--- src/rtl/vector_execute_mc_if.sv ---
// Bundle of the vector execute stage's pipeline-side signals.
// The master side is the pipeline and the slave side is the execute unit.
interface vector_execute_mc_if #(
    parameter int V = 256,
    parameter int R = 5
);
    logic         StartE;
    logic         FlushE;
    logic [2:0]   ALUControlE;
    logic [1:0]   ForwardAVE;
    logic [1:0]   ForwardBVE;
    logic [V-1:0] VRD1E;
    logic [V-1:0] VRD2E;
    logic [V-1:0] ResultVW;
    logic [V-1:0] ALUResultVM;
    logic [R-1:0] WA3Ei;
    logic         RegWriteVEi;
    logic [V-1:0] ALUResultVE;
    logic [V-1:0] WriteDataVE;
    logic [R-1:0] WA3Eo;
    logic         RegWriteVEo;
    logic         DoneE;
    logic         BusyE;
    logic         StallE;

    modport master (
        output StartE, FlushE, ALUControlE, ForwardAVE, ForwardBVE,
               VRD1E, VRD2E, ResultVW, ALUResultVM, WA3Ei, RegWriteVEi,
        input  ALUResultVE, WriteDataVE, WA3Eo, RegWriteVEo, DoneE, BusyE, StallE
    );

    modport slave (
        input  StartE, FlushE, ALUControlE, ForwardAVE, ForwardBVE,
               VRD1E, VRD2E, ResultVW, ALUResultVM, WA3Ei, RegWriteVEi,
        output ALUResultVE, WriteDataVE, WA3Eo, RegWriteVEo, DoneE, BusyE, StallE
    );
endinterface

--- src/rtl/vector_execute_mc.sv ---
// Multi-cycle vector ALU: captures two V-bit operands, then processes P lanes
// of W bits per cycle over C = V/(W*P) cycles before pulsing DoneE.
module vector_execute_mc #(
    parameter int V = 256,
    parameter int W = 8,
    parameter int P = 8,
    parameter int R = 5
) (
    input logic               clk,
    input logic               rst,
    vector_execute_mc_if.slave bus
);
    localparam int CHW   = W * P;
    localparam int C     = V / CHW;
    localparam int CNT_W = (C > 1) ? $clog2(C) : 1;

    generate
        if ((V % CHW) != 0) begin : gBadWidth
            $error("vector_execute_mc: V must be divisible by W*P");
        end
    endgenerate

    typedef enum logic [1:0] {
        IDLE = 2'd0,
        RUN  = 2'd1,
        DONE = 2'd2
    } state_t;

    state_t           state_q, state_d;
    logic [CNT_W-1:0] cnt_q, cnt_d;
    logic [V-1:0]     aOp_q, aOp_d;
    logic [V-1:0]     bOp_q, bOp_d;
    logic [2:0]       op_q, op_d;
    logic [R-1:0]     wa3_q, wa3_d;
    logic             regWrite_q, regWrite_d;
    logic [V-1:0]     result_q, result_d;

    logic [V-1:0]     muxA;
    logic [V-1:0]     muxB;
    logic [CHW-1:0]   aChunk;
    logic [CHW-1:0]   bChunk;
    logic [CHW-1:0]   chunkRes;
    logic [W-1:0]     laneA;
    logic [W-1:0]     laneB;
    logic [W-1:0]     laneR;

    function automatic logic [V-1:0] selOperand(
        input logic [1:0]   sel,
        input logic [V-1:0] regData,
        input logic [V-1:0] fwdW,
        input logic [V-1:0] fwdM
    );
        case (sel)
            2'b00:   return regData;
            2'b01:   return fwdW;
            2'b10:   return fwdM;
            default: return '0;
        endcase
    endfunction

    assign muxA = selOperand(bus.ForwardAVE, bus.VRD1E, bus.ResultVW, bus.ALUResultVM);
    assign muxB = selOperand(bus.ForwardBVE, bus.VRD2E, bus.ResultVW, bus.ALUResultVM);

    always_comb begin
        aChunk = '0;
        bChunk = '0;
        for (int c = 0; c < C; c++) begin
            if (cnt_q == CNT_W'(c)) begin
                aChunk = aOp_q[c*CHW +: CHW];
                bChunk = bOp_q[c*CHW +: CHW];
            end
        end
    end

    // Each lane is computed at exactly W bits, so carries and shifted-out bits never reach a neighbour.
    always_comb begin
        chunkRes = '0;
        laneA    = '0;
        laneB    = '0;
        laneR    = '0;
        for (int l = 0; l < P; l++) begin
            laneA = aChunk[l*W +: W];
            laneB = bChunk[l*W +: W];
            case (op_q)
                3'b000:  laneR = laneA + laneB;
                3'b001:  laneR = laneA - laneB;
                3'b010:  laneR = laneA & laneB;
                3'b011:  laneR = laneA | laneB;
                3'b100:  laneR = laneA ^ laneB;
                3'b101:  laneR = laneB;
                3'b110:  laneR = laneA << 1;
                default: laneR = laneA >> 1;
            endcase
            chunkRes[l*W +: W] = laneR;
        end
    end

    always_comb begin
        state_d    = state_q;
        cnt_d      = cnt_q;
        aOp_d      = aOp_q;
        bOp_d      = bOp_q;
        op_d       = op_q;
        wa3_d      = wa3_q;
        regWrite_d = regWrite_q;
        result_d   = result_q;

        case (state_q)
            IDLE, DONE: begin
                if (bus.StartE) begin
                    aOp_d      = muxA;
                    bOp_d      = muxB;
                    op_d       = bus.ALUControlE;
                    wa3_d      = bus.WA3Ei;
                    regWrite_d = bus.RegWriteVEi;
                    cnt_d      = '0;
                    result_d   = '0;
                    state_d    = RUN;
                end else begin
                    state_d = IDLE;
                end
            end
            RUN: begin
                for (int c = 0; c < C; c++) begin
                    if (cnt_q == CNT_W'(c)) begin
                        result_d[c*CHW +: CHW] = chunkRes;
                    end
                end
                cnt_d = cnt_q + CNT_W'(1);
                if (cnt_q == CNT_W'(C - 1)) begin
                    state_d = DONE;
                end
            end
            default: begin
                state_d = IDLE;
            end
        endcase

        // Flush wins over any capture decided above.
        if (bus.FlushE) begin
            state_d  = IDLE;
            cnt_d    = '0;
            result_d = '0;
        end
    end

    always_ff @(posedge clk) begin
        if (rst) begin
            state_q    <= IDLE;
            cnt_q      <= '0;
            aOp_q      <= '0;
            bOp_q      <= '0;
            op_q       <= '0;
            wa3_q      <= '0;
            regWrite_q <= 1'b0;
            result_q   <= '0;
        end else begin
            state_q    <= state_d;
            cnt_q      <= cnt_d;
            aOp_q      <= aOp_d;
            bOp_q      <= bOp_d;
            op_q       <= op_d;
            wa3_q      <= wa3_d;
            regWrite_q <= regWrite_d;
            result_q   <= result_d;
        end
    end

    assign bus.ALUResultVE = result_q;
    assign bus.WriteDataVE = bOp_q;
    assign bus.WA3Eo       = wa3_q;
    assign bus.DoneE       = (state_q == DONE);
    assign bus.RegWriteVEo = (state_q == DONE) && regWrite_q;
    assign bus.BusyE       = (state_q != IDLE);
    assign bus.StallE      = (state_q == RUN) ||
                             (((state_q == IDLE) || (state_q == DONE)) && bus.StartE);
endmodule

--- src/flat_wrapper.sv ---
// flat-port wrapper written by rule: the top's interface ports become plain ports
module vector_execute_mc_flat 
#(
    parameter int V = 256,
    parameter int W = 8,
    parameter int P = 8,
    parameter int R = 5
)
  (clk, rst, bus_StartE, bus_FlushE, bus_ALUControlE, bus_ForwardAVE, bus_ForwardBVE, bus_VRD1E, bus_VRD2E, bus_ResultVW, bus_ALUResultVM, bus_WA3Ei, bus_RegWriteVEi, bus_ALUResultVE, bus_WriteDataVE, bus_WA3Eo, bus_RegWriteVEo, bus_DoneE, bus_BusyE, bus_StallE);
  vector_execute_mc_if #(.V(V), .R(R)) bus_i ();
  input logic clk;
  input logic rst;
  input wire logic [$bits(bus_i.StartE)-1:0] bus_StartE;
  input wire logic [$bits(bus_i.FlushE)-1:0] bus_FlushE;
  input wire logic [$bits(bus_i.ALUControlE)-1:0] bus_ALUControlE;
  input wire logic [$bits(bus_i.ForwardAVE)-1:0] bus_ForwardAVE;
  input wire logic [$bits(bus_i.ForwardBVE)-1:0] bus_ForwardBVE;
  input wire logic [$bits(bus_i.VRD1E)-1:0] bus_VRD1E;
  input wire logic [$bits(bus_i.VRD2E)-1:0] bus_VRD2E;
  input wire logic [$bits(bus_i.ResultVW)-1:0] bus_ResultVW;
  input wire logic [$bits(bus_i.ALUResultVM)-1:0] bus_ALUResultVM;
  input wire logic [$bits(bus_i.WA3Ei)-1:0] bus_WA3Ei;
  input wire logic [$bits(bus_i.RegWriteVEi)-1:0] bus_RegWriteVEi;
  output wire logic [$bits(bus_i.ALUResultVE)-1:0] bus_ALUResultVE;
  output wire logic [$bits(bus_i.WriteDataVE)-1:0] bus_WriteDataVE;
  output wire logic [$bits(bus_i.WA3Eo)-1:0] bus_WA3Eo;
  output wire logic [$bits(bus_i.RegWriteVEo)-1:0] bus_RegWriteVEo;
  output wire logic [$bits(bus_i.DoneE)-1:0] bus_DoneE;
  output wire logic [$bits(bus_i.BusyE)-1:0] bus_BusyE;
  output wire logic [$bits(bus_i.StallE)-1:0] bus_StallE;
  assign bus_i.StartE = bus_StartE;
  assign bus_i.FlushE = bus_FlushE;
  assign bus_i.ALUControlE = bus_ALUControlE;
  assign bus_i.ForwardAVE = bus_ForwardAVE;
  assign bus_i.ForwardBVE = bus_ForwardBVE;
  assign bus_i.VRD1E = bus_VRD1E;
  assign bus_i.VRD2E = bus_VRD2E;
  assign bus_i.ResultVW = bus_ResultVW;
  assign bus_i.ALUResultVM = bus_ALUResultVM;
  assign bus_i.WA3Ei = bus_WA3Ei;
  assign bus_i.RegWriteVEi = bus_RegWriteVEi;
  assign bus_ALUResultVE = bus_i.ALUResultVE;
  assign bus_WriteDataVE = bus_i.WriteDataVE;
  assign bus_WA3Eo = bus_i.WA3Eo;
  assign bus_RegWriteVEo = bus_i.RegWriteVEo;
  assign bus_DoneE = bus_i.DoneE;
  assign bus_BusyE = bus_i.BusyE;
  assign bus_StallE = bus_i.StallE;
  vector_execute_mc #(.V(V), .W(W), .P(P), .R(R)) u_core (.clk(clk), .rst(rst), .bus(bus_i));
endmodule
--- config.mk ---
export PLATFORM = sky130hd
export DESIGN_NAME = vector_execute_mc_flat
export DESIGN_NICKNAME = d
export VERILOG_FILES = /design/src/rtl/vector_execute_mc_if.sv /design/src/rtl/vector_execute_mc.sv /design/src/flat_wrapper.sv
export SDC_FILE = /design/constraint.sdc
export NUM_CORES = 2
export LEC_CHECK = 0
export ABC_AREA = 1
export BUFFER_PORTS_ARGS = -buffer_cell sky130_fd_sc_hd__buf_2
export CAP_MARGIN = 20
export CELL_PAD_IN_SITES_DETAIL_PLACEMENT = 1
export CELL_PAD_IN_SITES_GLOBAL_PLACEMENT = 1
export CORE_AREA = 2 2 608 610
export CTS_CLUSTER_SIZE = 14
export DETAILED_ROUTE_END_ITERATION = 10
export DIE_AREA = 0 0 610 612
export PLACE_DENSITY = 0.44
export SLEW_MARGIN = 25
export SYNTH_ARGS = -nofsm -noshare
export SYNTH_HDL_FRONTEND = slang
export SYNTH_SLANG_ARGS = --single-unit
--- constraint.sdc ---
create_clock -name clk -period 7 [get_ports clk]
set_clock_uncertainty 0.15 [all_clocks]
set_input_delay 1.75 -clock clk [delete_from_list [all_inputs] [get_ports clk]]
set_output_delay 1.75 -clock clk [all_outputs]
set_load 0.05 [all_outputs]
# Word-level counts from Yosys, hierarchy flattened
# Cells that the tools add are included.
# totals
n_memories	0
ram_bits	0
ff_bits	781
word_cells	120
latch_bits	0
mem_bits_ro	0
# classes
n_mux	29
magnitude_cmp	0
mul	0
shift	0
bitwise	24
n_div	0
n_addsub	17
n_eq_ne	20
reduce_logical	19
# ops
cell	count
256-bit case mux with 3 select lines	2
64-bit two-way mux	12
256-bit case mux with 2 select lines	1
8-bit case mux with 7 select lines	8
256-bit two-way mux	1
8-bit adder	8
8-bit bitwise AND	8
8-bit bitwise OR	8
8-bit subtractor	8
8-bit XOR	8
3-bit AND reduction	4
2-bit equality test, second input constant	5
3-bit equality test, second input constant	3
2-bit by 1-bit equality test with 1-bit output, second input constant	4
2-bit zero test	4
2-bit by 1-bit inequality test with 1-bit output, second input constant	4
2-bit case mux with 2 select lines	2
3-bit by 2-bit equality test with 1-bit output, second input constant	2
2-bit two-way mux	2
2-bit AND reduction	2
2-bit nonzero test	2
2-bit OR reduction	2
3-bit by 1-bit equality test with 1-bit output, second input constant	1
3-bit zero test	1
5 further kinds	7

# Depth between registers and ports, before layout
# logic_depth
ltp_word	9
depth_mapped	27

# Worst setup path before layout
# No wires, ideal clock.
# synth_path
path_kind	input -> output
startpoint	in bus_StartE
endpoint	out bus_StallE
path_slack_ps	2528
path_stages	3
n_path_buf	1
required_ps	5100
t_arrival_ps	2572
path_cell_list	nand2_1 > clkbuf_1 > nand2_1
# synth_between
elab_chain_len	2
# synth_lines
element	line	rtl
from (decl)	flat_wrapper.sv:13	input wire logic [$bits(bus_i.StartE)-1:0] bus_StartE;
1-bit logical AND	vector_execute_mc.sv:176	(((state_q == IDLE) || (state_q == DONE)) && bus.StartE);
1-bit logical OR	vector_execute_mc.sv:175	assign bus.StallE = (state_q == RUN) ||
to (decl)	flat_wrapper.sv:30	output wire logic [$bits(bus_i.StallE)-1:0] bus_StallE;
# No other way between the ends.

# Worst setup path after layout
# layout_path
startpoint	reg u_core.cnt_q[1]
endpoint	reg u_core.result_q[222] (netlist: u_core.bus.ALUResultVE[222])
# layout_between
elab_chain_len	9
word_cells_on_any_way	22
classes_between	add/sub (2); eq/ne (4); mux (11); bitwise (3); reduce/logical (2)
# layout_lines
element	line	rtl
from (decl)	vector_execute_mc.sv:30	logic [CNT_W-1:0] cnt_q, cnt_d;
from (signal assigned)	vector_execute_mc.sv:159	cnt_q <= cnt_d;
2-bit zero test	vector_execute_mc.sv:68	if (cnt_q == CNT_W'(c)) begin
64-bit two-way mux (4 in series)	vector_execute_mc.sv:68	
8-bit subtractor (tied with other cells)	vector_execute_mc.sv:86	3'b001: laneR = laneA - laneB;
8-bit case mux with 7 select lines	vector_execute_mc.sv:84	case (op_q)
64-bit two-way mux	vector_execute_mc.sv:125	if (cnt_q == CNT_W'(c)) begin
256-bit case mux with 2 select lines	vector_execute_mc.sv:108	case (state_q)
to (signal assigned)	vector_execute_mc.sv:165	result_q <= result_d;
to (decl)	vector_execute_mc.sv:36	logic [V-1:0] result_q, result_d;
# Several ways; a longest one is shown, not always the timed one. The select of a mux whose other input is x is not followed.
# A chain may end at the register's enable or synchronous reset.

==> summary.md <==
| Metric | Value |
|---|---|
| Number of enable flip-flop cells after synthesis | 0 |
| Placer Congestion | 0.973 |
| Peak VDD IR | 191 uV |
| Maximum number of pins on one net before global-route repair | 159 |
| CP startpoint | u_core.cnt_q[1] |
| Overall die area | between 300000 and 400000 um^2 |
| Clock buffer depth | 4 |
| Total Power | between 15000 and 20000 uW |
| Port Buffers | 1561 |
| Critical Path Start Type | flip-flop |
| Drt first pass iters | 5 |
| Seq/Total Area, Yosys | 32.7% |
| Placed Area | 60900 um^2 |
| Gr usage total | 24.7% |
| RSZ-0062 raised after global routing | no |
| CP Data Arrival Time | 6.52 ns |
| FMAX | 0.169 GHz |
| Design Area, Final | between 60000 and 70000 um^2 |
| Antenna violations before repair | between 150 and 200 |
| Top_reg_cell synth | dfxtp_1 |
| Top cell type's share of synthesized area | 32.7% |
| FF-to-FF path depth | 18 |
| Area grow syn2layout | 35.9% |
| CTS tree | yes |
| Most common cell in the netlist | nand2_1 |
| Reg2Reg Setup Slack | 1.09 ns |
| Die width | just over 600 um |
| P per Cell Area | 241 nW/um^2 |
| Final hold viol count | 0 |
| Pre-CTS setup slack | approximately 1.3 ns |
| Post-Syn Instances | 7381 |
| Post-CTS Repair Setup Buffers | 0 |
| Clock Pin Slew Worst Setup and Hold Paths | 0.06 ns |
| Wire per inst | ~35 um |
| WHS Path Cells | 2 |
| Die Y | 612 um |
| FFs w/ async S/R, synth | 0% |
| Clk root buf | clkbuf_16 |
| Wirelength, routed | 481 mm |
| Io pins | 1562 |
| Critical Path Sink Type | flip-flop |
| Cell variety after synth | 56 |
| Synth area leader | dfxtp_1 |
| WHS Endpoint | u_core.aOp_q[201] |
| Total gr overflow | 0 |
| Final WS setup | approximately 1.1 ns |
| Post-Syn Nets | 8618 |
| Worst Max-Slew Pin Slew | 1.18 ns |
| Routed Antenna Nets | 0 |
| P_leak | approximately 0.03 uW |
| CTS buffer count | ~120 |
| Cell row count | 223 |
| Initial Utilization | between 10% and 20% |
| Clk sink count | 781 |
| Via count | 60704 |
| Synth top cells by count | nand2_1 (2485), a21oi_1 (1048), dfxtp_1 (781) |
| Setup Crit Path Kind | reg2reg |
| Vias in the first global route | 61840 |
| Worst min path class | reg2reg |
| Final setup viols | 0 |
| Slew Limit Headroom | 20.2% |
| Layout cells sized above 1 | 23.2% |
| Hold buffers post-CTS | 0 |
| Starting DRT DRC Count | 5156 |
| Core area | roughly 370000 um^2 |
| Fin nets | 9862 |
| Synthesis Warnings | 0 |
| Max Cap Violations | 0 |
| H-tree depth | 3 |
| Max Slew Vio Count | 0 |
| Final period util | 84.4% |
| Register bit count reported by yosys | 781 |
| First-pass GRT wire length | 615 mm |
| Via density | between 4 and 5 |
| Cts repair resizes | 0 |
| Sum of negative setup slack | 0 ns |
| Worst r2r src | u_core.cnt_q[1] |
| Critical Path RT | 7.62 ns |
| Post-DP HPWL | 397 mm |
| Fill cell count | 45119 |
| Status | finished, final reports clean |
| Synth Cell Area | about 48000 um^2 |
| Max FO, Critical Path | 55 |
| Worst skew pair latency | 0.87 ns |
| RR Endpoint | u_core.bus.ALUResultVE[222] |
| Syn_area_per_cell | 6.49 um^2 |
| Crit path time final | 5.91 ns |
| DRC viols | 0 |
| Top cells by area, synth | dfxtp_1 (33%), nand2_1 (19%), a21oi_1 (11%), o221ai_1 (6.9%), inv_1 (5.3%) |
| Hold Crit Start | u_core.aOp_q[201] |
[how the worst max path moves through the flow]
stage,cells past startpoint,slack (ns),to
after floorplan,3,2.53,bus_StallE
after global routing,18,0.90,u_core.bus.ALUResultVE[222]
after detailed placement,18,1.28,u_core.bus.ALUResultVE[222]
final,18,1.09,u_core.bus.ALUResultVE[222]
after global placement,18,1.27,u_core.bus.ALUResultVE[158]
after CTS,18,1.24,u_core.bus.ALUResultVE[222]
[cells in the final DEF, fill, tap and decap left out, drive strengths merged, types with 22 or more instances in the layout]
cell / synthesis / routed
or2: 41 / 41
o21ai: 507 / 507
nor2: 163 / 163
clkinv: 1 / 28
a21oi: 1051 / 1051
ha: 188 / 188
buf: 132 / 1703
inv: 687 / 690
diode: 0 / 78
nand2: 2501 / 2501
o211ai: 53 / 53
o2111ai: 36 / 36
dfxtp: 781 / 781
o221ai: 376 / 376
clkbuf: 446 / 163
xor2: 36 / 36
nand3: 245 / 245
a221oi: 22 / 22
[state kept, by name (all words and copies together), names as in the netlist]
register                count
u_core.cnt_q                2
u_core.bus.ALUResultVE    256
u_core.bus.WriteDataVE    256
u_core.regWrite_q           1
u_core.bus.WA3Eo            5
u_core.op_q                 3
u_core.state_q              2
u_core.aOp_q              256
[cell families after synthesis]
| group | Yosys count | synth area share (%) |
|---|---|---|
| adder cells (fa/ha/maj) | 196 | 5.25 |
| flip-flops | 781 | 32.7 |
| AND/OR/NAND/NOR | 2972 | 24.4 |
| XOR/XNOR | 48 | 0.878 |
| buffers and inverters | 1266 | 10.4 |
| AO/OA/AOI/OAI | 2118 | 26.4 |
[layer usage]
metal  vias up  share of wire, %  global-route usage, %
met2      2096                51                   45.4
met4        38               3.8                   8.03
met1     30809                40                   28.6
met3       552               5.2                   4.35
li1      27209                 -                      -
met5         -             0.051                      0
[report_power, final]
| part | internal, uW | switching, uW | total (uW) |
|---|---|---|---|
| logic | 1150 | 3230 | 4380 |
| registers | 4680 | 391 | 5070 |
| clock network | 3700 | 2550 | 6260 |
| total | 9530 | 6170 | 15700 |
[metrics by stage]
stage                     hold slack, ns  util [%]  instances
after floorplan                    0.291         -       7381
after CTS                          0.314      17.7      13554
final                              0.319      17.7      13633
after global placement             0.301      16.6      13339
after detailed placement           0.305      16.6      13342
after global routing               0.340      17.7      13620
[cell type report]
type | count | area (um^2) | share of cell area, %
antenna | 78 | 195 | 0.300
clock buffer | 163 | 3390 | 5.21
clock inverter | 49 | 567 | 0.871
inverter | 688 | 2630 | 4.04
multi-input combinational | 5334 | 27500 | 42.2
sequential | 781 | 15600 | 24.0
tap | 4837 | 6050 | 9.30
timing repair buffer | 1703 | 9140 | 14.0
[critical path, stage by stage, from the launching register on]
cell and delay (ns):
dfxtp_1 0.38, inv_1 0.17, ha_4 0.46, buf_4 0.65, a22oi_1 0.24, o21ai_0 0.89, o21ai_0 0.46, ha_1 0.38
fa_1 0.48, nor2_1 0.13, o21ai_0 0.10, nand2_1 0.13, a21oi_1 0.08, o21ba_2 0.21, nand2_1 0.07, nand2_1 0.06
o21ai_0 0.20, nand3_1 0.27, a21oi_1 0.25
Power figures use the tool's default switching activity.
